File: config.mk
export PLATFORM = sky130hd
export DESIGN_NAME = mips_mc_ctrl
export DESIGN_NICKNAME = d
export VERILOG_FILES = /design/src/rtl/mips_mc_pkg.sv /design/src/rtl/mips_mc_decode.sv /design/src/rtl/mips_mc_ctrl.sv
export SDC_FILE = /design/constraint.sdc
export NUM_CORES = 1
export LEC_CHECK = 0
export CORE_MARGIN = 2
export CORE_UTILIZATION = 35
export CTS_BUF_LIST = sky130_fd_sc_hd__clkbuf_8
export CTS_CLUSTER_DIAMETER = 40
export DETAILED_ROUTE_END_ITERATION = 7
export PLACE_DENSITY = 0.74
export RECOVER_POWER = 50
export SLEW_MARGIN = 5
export SYNTH_ARGS = -nofsm -noshare
export SYNTH_HDL_FRONTEND = slang
export SYNTH_HIERARCHICAL = 1
export SYNTH_SLANG_ARGS = --single-unit
File: constraint.sdc
create_clock -name clk -period 5.3 [get_ports clk]
set_input_delay 1.06 -clock clk [delete_from_list [all_inputs] [get_ports clk]]
set_output_delay 1.06 -clock clk [all_outputs]
set_load 0.01 [all_outputs]
File: src/rtl/mips_mc_pkg.sv
// Shared types and constants for the multi-cycle MIPS controller.
package mips_mc_pkg;

  // Controller states; the numeric values appear on the debug state port.
  typedef enum logic [3:0] {
    S_FETCH  = 4'd0,
    S_DECODE = 4'd1,
    S_ADDR   = 4'd2,
    S_MEMRD  = 4'd3,
    S_LWWB   = 4'd4,
    S_MEMWR  = 4'd5,
    S_ALU    = 4'd6,
    S_ALUWB  = 4'd7,
    S_BR     = 4'd8,
    S_JMP    = 4'd9
  } state_t;

  // Primary opcodes (IR[31:26]).
  localparam logic [5:0] OP_RTYPE = 6'h00;
  localparam logic [5:0] OP_J     = 6'h02;
  localparam logic [5:0] OP_JAL   = 6'h03;
  localparam logic [5:0] OP_BEQ   = 6'h04;
  localparam logic [5:0] OP_ORI   = 6'h0d;
  localparam logic [5:0] OP_LUI   = 6'h0f;
  localparam logic [5:0] OP_LW    = 6'h23;
  localparam logic [5:0] OP_SW    = 6'h2b;

  // R-type function codes (IR[5:0]).
  localparam logic [5:0] FN_JR    = 6'h08;
  localparam logic [5:0] FN_ADDU  = 6'h21;
  localparam logic [5:0] FN_SUBU  = 6'h23;

  typedef enum logic [2:0] {
    ALU_ADD = 3'd0,
    ALU_SUB = 3'd1,
    ALU_OR  = 3'd2
  } alu_op_t;

  typedef enum logic [1:0] {
    SRCB_RT    = 2'd0,
    SRCB_FOUR  = 2'd1,
    SRCB_IMM   = 2'd2,
    SRCB_BROFF = 2'd3
  } alu_src_b_t;

  typedef enum logic [1:0] {
    PC_ALU    = 2'd0,
    PC_ALUOUT = 2'd1,
    PC_JUMP   = 2'd2,
    PC_RS     = 2'd3
  } pc_src_t;

  typedef enum logic [1:0] {
    DST_RT = 2'd0,
    DST_RD = 2'd1,
    DST_RA = 2'd2
  } reg_dst_t;

  typedef enum logic [1:0] {
    WB_ALUOUT = 2'd0,
    WB_MDR    = 2'd1,
    WB_PC     = 2'd2
  } mem_to_reg_t;

  typedef enum logic [1:0] {
    EXT_ZERO = 2'd0,
    EXT_SIGN = 2'd1,
    EXT_HI   = 2'd2
  } ext_op_t;

  // Instruction class chosen in DECODE.
  typedef enum logic [2:0] {
    CLS_ILL = 3'd0,
    CLS_MEM = 3'd1,
    CLS_ALU = 3'd2,
    CLS_BR  = 3'd3,
    CLS_JMP = 3'd4
  } iclass_t;

  // States that hold a memory request open and can therefore stall.
  function automatic logic is_wait_state(input state_t s);
    return (s == S_FETCH) || (s == S_MEMRD) || (s == S_MEMWR);
  endfunction

endpackage

File: src/rtl/mips_mc_decode.sv
// Combinational opcode/funct decode into an instruction class plus ALU selects.
module mips_mc_decode
  import mips_mc_pkg::*;
(
  input  logic [5:0] opcode,
  input  logic [5:0] funct,
  output iclass_t    iclass,
  output logic       is_load,
  output logic       is_rtype,
  output logic       is_jal,
  output logic       is_jr,
  output alu_src_b_t alu_b,
  output ext_op_t    ext,
  output alu_op_t    aop
);

  // Classify the instruction and pick its execute-stage ALU configuration.
  always_comb begin
    iclass   = CLS_ILL;
    is_load  = 1'b0;
    is_rtype = 1'b0;
    is_jal   = 1'b0;
    is_jr    = 1'b0;
    alu_b    = SRCB_RT;
    ext      = EXT_ZERO;
    aop      = ALU_ADD;
    case (opcode)
      OP_RTYPE: begin
        is_rtype = 1'b1;
        case (funct)
          FN_ADDU: iclass = CLS_ALU;
          FN_SUBU: begin
            iclass = CLS_ALU;
            aop    = ALU_SUB;
          end
          FN_JR: begin
            iclass = CLS_JMP;
            is_jr  = 1'b1;
          end
          default: iclass = CLS_ILL;
        endcase
      end
      OP_ORI: begin
        iclass = CLS_ALU;
        alu_b  = SRCB_IMM;
        ext    = EXT_ZERO;
        aop    = ALU_OR;
      end
      OP_LUI: begin
        iclass = CLS_ALU;
        alu_b  = SRCB_IMM;
        ext    = EXT_HI;
        aop    = ALU_ADD;
      end
      OP_LW: begin
        iclass  = CLS_MEM;
        is_load = 1'b1;
      end
      OP_SW:  iclass = CLS_MEM;
      OP_BEQ: iclass = CLS_BR;
      OP_J:   iclass = CLS_JMP;
      OP_JAL: begin
        iclass = CLS_JMP;
        is_jal = 1'b1;
      end
      default: iclass = CLS_ILL;
    endcase
  end

endmodule

File: src/rtl/mips_mc_ctrl.sv
// Multi-cycle MIPS control FSM: sequences memory, ALU, register file and PC/IR.
module mips_mc_ctrl
  import mips_mc_pkg::*;
#(
  parameter int unsigned WAIT_LIMIT = 0,
  parameter int unsigned CNT_W      = 8
) (
  input  logic       clk,
  input  logic       reset,
  input  logic [5:0] opcode,
  input  logic [5:0] funct,
  input  logic       zero,
  input  logic       mem_ready,
  output logic       mem_req,
  output logic       mem_we,
  output logic       iord,
  output logic       ir_we,
  output logic       pc_we,
  output logic [1:0] pc_src,
  output logic       rf_we,
  output logic [1:0] reg_dst,
  output logic [1:0] mem_to_reg,
  output logic       alu_src_a,
  output logic [1:0] alu_src_b,
  output logic [1:0] ext_op,
  output logic [2:0] alu_op,
  output logic       retire,
  output logic       illegal,
  output logic       mem_timeout,
  output logic [3:0] state
);

  localparam bit              WD_EN    = (WAIT_LIMIT != 0);
  localparam logic [CNT_W-1:0] LIMIT_M1 = WD_EN ? CNT_W'(WAIT_LIMIT - 1) : '0;

  state_t           cur, nxt;
  logic [CNT_W-1:0] wait_cnt;
  logic             waiting;
  logic             expire;

  iclass_t    dec_class;
  logic       dec_load, dec_rtype, dec_jal, dec_jr;
  alu_src_b_t dec_src_b;
  ext_op_t    dec_ext;
  alu_op_t    dec_alu;

  mips_mc_decode u_dec (
    .opcode   (opcode),
    .funct    (funct),
    .iclass   (dec_class),
    .is_load  (dec_load),
    .is_rtype (dec_rtype),
    .is_jal   (dec_jal),
    .is_jr    (dec_jr),
    .alu_b    (dec_src_b),
    .ext      (dec_ext),
    .aop      (dec_alu)
  );

  assign state   = cur;
  assign waiting = is_wait_state(cur) && !mem_ready;
  // mem_ready takes priority: expiry is only possible on a non-ready cycle.
  assign expire  = WD_EN && waiting && (wait_cnt == LIMIT_M1);

  // State register.
  always_ff @(posedge clk) begin
    if (reset) cur <= S_FETCH;
    else       cur <= nxt;
  end

  // Watchdog counter: counts stalled cycles, clears on progress or expiry, saturates.
  always_ff @(posedge clk) begin
    if (reset)                  wait_cnt <= '0;
    else if (!waiting || expire) wait_cnt <= '0;
    else if (wait_cnt != '1)    wait_cnt <= wait_cnt + CNT_W'(1);
  end

  // Next-state and Moore output decode; reset forces every strobe and select low.
  always_comb begin
    nxt         = cur;
    mem_req     = 1'b0;
    mem_we      = 1'b0;
    iord        = 1'b0;
    ir_we       = 1'b0;
    pc_we       = 1'b0;
    pc_src      = '0;
    rf_we       = 1'b0;
    reg_dst     = '0;
    mem_to_reg  = '0;
    alu_src_a   = 1'b0;
    alu_src_b   = '0;
    ext_op      = '0;
    alu_op      = '0;
    retire      = 1'b0;
    illegal     = 1'b0;
    mem_timeout = 1'b0;
    if (!reset) begin
      case (cur)
        S_FETCH: begin
          mem_req   = 1'b1;
          alu_src_b = SRCB_FOUR;
          alu_op    = ALU_ADD;
          if (mem_ready) begin
            ir_we  = 1'b1;
            pc_we  = 1'b1;
            pc_src = PC_ALU;
            nxt    = S_DECODE;
          end else if (expire) begin
            mem_timeout = 1'b1;
          end
        end
        S_DECODE: begin
          alu_src_b = SRCB_BROFF;
          ext_op    = EXT_SIGN;
          alu_op    = ALU_ADD;
          case (dec_class)
            CLS_MEM: nxt = S_ADDR;
            CLS_ALU: nxt = S_ALU;
            CLS_BR:  nxt = S_BR;
            CLS_JMP: nxt = S_JMP;
            default: begin
              illegal = 1'b1;
              nxt     = S_FETCH;
            end
          endcase
        end
        S_ADDR: begin
          alu_src_a = 1'b1;
          alu_src_b = SRCB_IMM;
          ext_op    = EXT_SIGN;
          alu_op    = ALU_ADD;
          nxt       = dec_load ? S_MEMRD : S_MEMWR;
        end
        S_MEMRD: begin
          mem_req = 1'b1;
          iord    = 1'b1;
          if (mem_ready) begin
            nxt = S_LWWB;
          end else if (expire) begin
            mem_timeout = 1'b1;
            nxt         = S_FETCH;
          end
        end
        S_LWWB: begin
          rf_we      = 1'b1;
          reg_dst    = DST_RT;
          mem_to_reg = WB_MDR;
          retire     = 1'b1;
          nxt        = S_FETCH;
        end
        S_MEMWR: begin
          mem_req = 1'b1;
          mem_we  = 1'b1;
          iord    = 1'b1;
          if (mem_ready) begin
            retire = 1'b1;
            nxt    = S_FETCH;
          end else if (expire) begin
            mem_timeout = 1'b1;
            nxt         = S_FETCH;
          end
        end
        S_ALU: begin
          alu_src_a = 1'b1;
          alu_src_b = dec_src_b;
          ext_op    = dec_ext;
          alu_op    = dec_alu;
          nxt       = S_ALUWB;
        end
        S_ALUWB: begin
          rf_we      = 1'b1;
          mem_to_reg = WB_ALUOUT;
          reg_dst    = dec_rtype ? DST_RD : DST_RT;
          retire     = 1'b1;
          nxt        = S_FETCH;
        end
        S_BR: begin
          alu_src_a = 1'b1;
          alu_src_b = SRCB_RT;
          alu_op    = ALU_SUB;
          pc_src    = PC_ALUOUT;
          pc_we     = zero;
          retire    = 1'b1;
          nxt       = S_FETCH;
        end
        S_JMP: begin
          pc_we  = 1'b1;
          retire = 1'b1;
          pc_src = dec_jr ? PC_RS : PC_JUMP;
          if (dec_jal) begin
            rf_we      = 1'b1;
            reg_dst    = DST_RA;
            mem_to_reg = WB_PC;
          end
          nxt = S_FETCH;
        end
        default: nxt = S_FETCH;
      endcase
    end
  end

endmodule
==> results of run 1 <==
power groups by stage:
stage	sequential [mW]	clock, mW	combinational (mW)
after floorplan	0.0331	0	0.0291
after global placement	0.0364	0	0.0508
after detailed placement	0.0363	0	0.0514
after CTS	0.0360	0.0649	0.0517
after global routing	0.0364	0.0675	0.0552
final	0.0360	0.0632	0.0499
synth_stat cells, types with 2 or more instances:
library cell,number
inv_1,6
nor2b_1,4
conb_1,2
nand3b_1,3
buf_4,6
and3_2,2
buf_2,3
o21bai_1,2
dfxtp_1,4
and2_1,5
nand2b_1,2
a31oi_1,2
a21oi_1,10
o21ai_0,2
nor2_1,10
nor3_1,5
nor3b_1,5
nand2_1,8
or3_1,2
nand3_1,2
a211oi_1,4
xor2_1,3
area by class of cell:
cell class | count | area, sq um
repair buffers | 40 | 400
flip-flops and latches | 4 | 80.1
clock buffers | 3 | 41.3
well taps | 28 | 35.0
inverters | 6 | 22.5
multi-input cells | 96 | 607
fillers | 200 | 962
cell families (layout without fill, tap and decap cells):
kind of cell	Yosys count	in the layout
flops	4	4
compound gates	26	26
xor+xnor	4	4
simple gates	62	62
other cells	2	4
buf+inv	16	49
critical path, stage by stage:
cell,delay (ps)
clkdlybuf4s50_1,520
nor4_1,380
nand2_2,120
o41ai_1,730
xnor2_1,160
nor3_1,170
clkdlybuf4s50_1,570
worst paths after layout:
check                                 to  cells past startpoint       from
worst max-delay path             illegal                      7  opcode[1]
worst min-delay path            state[3]                      2   state[3]
worst max register to register  state[2]                      4   state[0]
worst min register to register  state[3]                      2   state[3]
layer usage:
layer  GRT usage, %  vias to the layer above  routed length, um
met5              0                        -                  0
met4           8.11                        0                 36
met3           2.92                        4                 69
met2           30.7                       22               1080
met1           24.4                      413                970
li1               -                      473                  -
==> summary.md, run 1 <==
| Metric | Value |
|---|---|
| Status | finished clean |
| # setup viols final | 0 |
| Post-DP Area | approximately 0.0012 sq mm |
| Initial antenna violation count | 0 |
| Cell area after synthesis | 779 sq um |
| Setup_tns | 0 ps |
| Max-cap viol count | 0 |
| Clock Pin Slew Worst Setup and Hold Paths | 30 ps |
| Vias/cell | 5.15 |
| Static Leak | about 0.43 nW |
| Worst skew pair latency | 220 ps |
| Largest register FFs | 4 |
| Top post-synthesis cells by area | dfxtp_1, a21oi_1, buf_4 |
| Most frequent cells in the layout | clkdlybuf4s50_1, nor2_1, a21oi_1, dlygate4sd3_1, nand2_1 |
| Clk_skew | 1.73 ps |
| Cell-internal power | 0.107 mW |
| Detailed Routing Iterations Pass 1 | 4 |
| Hold Buf Count CTS | 0 |
| I/O Buffers | 40 |
| Commonest non-fill, non-tap cell in the layout | clkdlybuf4s50_1 |
| Tightest Hold Check Type | reg2reg |
| Gpl congestion | 0.828 |
| Actual slew at the worst max-slew pin | 797 ps |
| Slew Limit Fails | 0 |
| Final core utilization | 55.2% |
| Post-DP HPWL | around 1700 um |
| Die X | 51.2 um |
| Worst-path maximum fanout | 8 |
| Vias in the first global route | about 870 |
| Syn Area/Cell | about 6.8 sq um |
| Largest family of logic cells by synthesized area | simple AND/OR/NAND/NOR gates |
| Synth Area in Adders | 0% |
| Antenna Nets Post-Route | 0 |
| R2R Setup Slk | 3560 ps |
| Fin Hold WS | ~800 ps |
| Worst Setup Slack, final | 525 ps |
| WL/cell | 12.2 um |
| Combinational cell fraction of total power | 33.5% |
| H-tree Lvls | 1 |
| Startpoint class of the critical path | primary input |
| Worst slew margin | 46.1% |
| Clock Power Share | between 40 and 50% |
| Dominant cell type by area after synthesis | dfxtp_1 |
| # nets final | around 170 |
| Critical Path RT | approximately 4200 ps |
| Mux cell area share after synthesis | 0% |
| Initial DRC count | 7 |
| Inst Count DP | 174 |
| Die area | 0.00262 sq mm |
| Area delta synth->final | 52.2% |
| Largest net degree at the start of global routing | 24 |
| Compound-cell area share of the yosys netlist | 23.4% |
| Sequential element share of the synthesized area | around a tenth |
| Ys Warns | 6 |
| Grt ovf | 0 |
| First-pass GRT wire length | ~3800 um |
| Post-CTS sizing | 0 |
| Simple-gate area share of the yosys netlist | 49.8% |
| Crit Path Category | in2out |
| Inserted Diodes | 0 |
| Post-synth EDFFs | 0 |
| Initial Util | 36.3% |
| CTS Buffer Depth | 2 |
| CTS tree | done |
| Post-synth top area share | 10.3% |
| Period utilization | between 90% and 100% |
| FP Rows | 17 |
| Remaining DRCs | 0 |
| Sw Ratio | 28.1% |
| Design Power | between 0.1 and 0.15 mW |
| PwrDens | around 130 mW/mm^2 |
| Critical Path Sink Type | output port |
| Core ar. | 0.00215 sq mm |
| Clock sinks | 4 |
| Arr. time, crit path | 3710 ps |
| NetSw | between 0.04 and 0.05 mW |
| FMAX | 0.209 GHz |
| Clk root buf | clkbuf_8 |
| # Post-CTS Setup Buffers | 0 |
| Synth cell types | 44 |
| Die Y-Extent | 51.2 um |
| Final wirelength | around 2200 um |
| Setup slack at placement | a little over 800 ps |
| Final Hold Viols | 0 |
| Ports | 43 |
| Gr usage total | 18.8% |
| Ys async rst share | 0% |
| Vias | between 900 and 1000 |
| Fin cells | 177 |
| Most used DFF post-synth | dfxtp_1 |
| Post-synthesis instance total | between 100 and 150 |
| Final min period | ~4800 ps |
| Max IR drop VDD | about 0.00018 V |
| Design Area, Final | around 0.0012 sq mm |
| Synth Area in XOR/XNOR | 4.49% |
| RSZ-0062 raised after global routing | false |
| FF+latch count, synth | 4 |
| Layout cell share with drive strength beyond 1 | 8.72% |
| Sequential Power Share | 24.2% |
| CTS Buf Count | 3 |
Note: power is estimated with default switching activity, not from simulation.
==> run 2: changes to the inputs <==
--- a/config.mk
+++ b/config.mk
@@ -10,6 +10,7 @@
 export CTS_BUF_LIST = sky130_fd_sc_hd__clkbuf_8
 export CTS_CLUSTER_DIAMETER = 40
 export DETAILED_ROUTE_END_ITERATION = 7
+export GPL_TIMING_DRIVEN = 0
 export PLACE_DENSITY = 0.74
 export RECOVER_POWER = 50
 export SLEW_MARGIN = 5
==> run 2 against run 1 <==
  * Via count is 4.3% higher
  * Die area is the same
  * Register-to-register slack better by 320 ps
  * Critical endpoint unchanged
==> summary.md, run 2 (synthesis gave the netlist of run 1 again) <==
| Metric | Value |
|---|---|
| Tightest Hold Check Type | reg2reg (unchanged) |
| Max IR drop VDD | 0.000185 V (was 0.000183 V) |
| Worst Setup Slack, final | 665 ps (was 525 ps) |
| Fin cells | 187 (was 177) |
| Vias in the first global route | 857 (was 869) |
| Die area | 0.00262 sq mm (unchanged) |
| Slowest CP cell | dlygate4sd3_1 (was o41ai_1) |
| Commonest non-fill, non-tap cell in the layout | clkdlybuf4s50_1 (unchanged) |
| Max-cap viol count | 0 (unchanged) |
| # setup viols final | 0 (unchanged) |
| Worst skew pair latency | 210 ps (was 220 ps) |
| WL/cell | 11.9 um (was 12.2 um) |
| CP top delay family | buffers and inverters (unchanged) |
| Antenna Nets Post-Route | 0 (unchanged) |
| Crit Path Category | in2out (unchanged) |
| Period utilization | 87.5% (was 90.1%) |
| Clock Pin Slew Worst Setup and Hold Paths | 30 ps (about the same) |
| Status | finished clean (unchanged) |
| Setup slack at placement | 794 ps (was 818 ps) |
| Clk root buf | clkbuf_8 (unchanged) |
| Critical Path RT | 4240 ps (about the same) |
| Die Y-Extent | 51.2 um (unchanged) |
| Static Leak | 0.489 nW (was 0.431 nW) |
| Crit path buf inv count | 2 (unchanged) |
| First-pass GRT wire length | 3710 um (was 3810 um) |
| RSZ-0062 raised after global routing | false (unchanged) |
| Clock sinks | 4 (unchanged) |
| Remaining DRCs | 0 (unchanged) |
| Post-CTS sizing | 0 (unchanged) |
| # nets final | 177 (was 167) |
| Initial antenna violation count | 0 (unchanged) |
| FP Rows | 17 (unchanged) |
| CTS Buffer Depth | 2 (unchanged) |
| I/O Buffers | 40 (unchanged) |
| Initial DRC count | 31 (was 7) |
| Detailed Routing Iterations Pass 1 | 4 (unchanged) |
| Final wirelength | 2230 um (was 2150 um) |
| Layout cell share with drive strength beyond 1 | 14.5% (was 8.72%) |
| Design Power | 0.151 mW (was 0.149 mW) |
| PwrDens | 120 mW/mm^2 (was 126 mW/mm^2) |
| H-tree Lvls | 1 (unchanged) |
| Vias | 951 (was 912) |
| Clk_skew | 1.08 ps (was 1.73 ps) |
| Grt ovf | 0 (unchanged) |
| Crit path cell chain | dlygate4sd3_1 -> nor4_1 -> nand2_2 -> o41ai_2 -> xnor2_1 -> nor3_1 -> clkdlybuf4s50_1 (was clkdlybuf4s50_1 -> nor4_1 -> nand2_2 -> o41ai_1 -> xnor2_1 -> nor3_1 -> clkdlybuf4s50_1) |
| Post-DP HPWL | 1870 um (was 1720 um) |
| CTS Buf Count | 3 (unchanged) |
| Actual slew at the worst max-slew pin | 514 ps (was 797 ps) |
| Worst slew margin | 65.4% (was 46.1%) |
| # Post-CTS Setup Buffers | 0 (unchanged) |
| Core ar. | 0.00215 sq mm (unchanged) |
| Final min period | 4640 ps (was 4770 ps) |
| Largest net degree at the start of global routing | 11 (was 24) |
| Arr. time, crit path | 3580 ps (was 3710 ps) |
| Die X | 51.2 um (unchanged) |
| Hold Buf Count CTS | 0 (unchanged) |
| Initial Util | 36.3% (unchanged) |
| Fillcell total | 218 (was 200) |
| Inst Count DP | 184 (was 174) |
| Area delta synth->final | 61.3% (was 52.2%) |
| Worst-path maximum fanout | 8 (unchanged) |
| Setup_tns | 0 ps (unchanged) |
| Slew Limit Fails | 0 (unchanged) |
| Startpoint class of the critical path | primary input (unchanged) |
| Largest register FFs | 4 (unchanged) |
| Gr usage total | 17.6% (was 18.8%) |
| Inserted Diodes | 0 (unchanged) |
| Vias/cell | 5.09 (was 5.15) |
| CTS tree | done (unchanged) |
| Gpl congestion | 0.830 (was 0.828) |
| Max incr delay on CP | 640 ps (was 730 ps) |
| Critical Path Sink Type | output port (unchanged) |
| FMAX | 0.216 GHz (was 0.209 GHz) |
| Final Hold Viols | 0 (unchanged) |
| Ports | 43 (unchanged) |
| Most frequent cells in the layout | clkdlybuf4s50_1, dlygate4sd3_1, nor2_1, a21oi_1, nand2_1 (was clkdlybuf4s50_1, nor2_1, a21oi_1, dlygate4sd3_1, nand2_1) |
-- run 2: through the flow --
step / hold WS [ps] / area [sq um] / utilization, %
4_1_cts: 666 / 1260 / 58.8
5_1_grt: 691 / 1260 / 58.5
2_1_floorplan: 658 / 787 / -
6_report: 658 / 1260 / 58.5
3_5_place_dp: 654 / 1220 / 56.9
3_3_place_gp: 661 / 1220 / 56.9
-- run 2: worst paths after layout --
kind | startpoint | endpoint | slack (ps) | depth (start not counted)
worst max-delay path | opcode[1] | illegal | 660 | 7
worst min-delay path | state[2] | state[3] | 660 | 2
worst max register to register | state[3] | state[2] | 3880 | 4
worst min register to register | state[2] | state[3] | 660 | 2
-- run 2: metal layers --
metal	share of wire, %	up-vias	GRT usage, %
li1	-	492	-
met1	45	437	22.7
met2	51	20	31.8
met3	3.1	2	1.17
met4	0.63	0	4.05
met5	0	-	0
-- run 2: final cells by class --
class                   count  area, sq um  area share, %
inverters                   6         22.5           1.79
flip-flops and latches      4         80.1           6.37
multi-input cells          96          614           48.9
repair buffers             40          400           31.8
clock buffers               3         41.3           3.28
well taps                  28         35.0           2.79
plain buffers              10         63.8           5.07
-- run 2: tightest hold or removal path, stage by stage (launching register included) --
cell and delay, ps:
dfxtp_1 380, or4b_4 180, a211oi_1 40
-- run 2: report_power, final --
| group | total, mW | internal [mW] | switching (mW) | leakage (nW) |
|---|---|---|---|---|
| sequential | 0.0325 | 0.0313 | 0.00120 | 0.0325 |
| clock | 0.0611 | 0.0482 | 0.0130 | 0.0216 |
| combinational | 0.0578 | 0.0305 | 0.0273 | 0.434 |
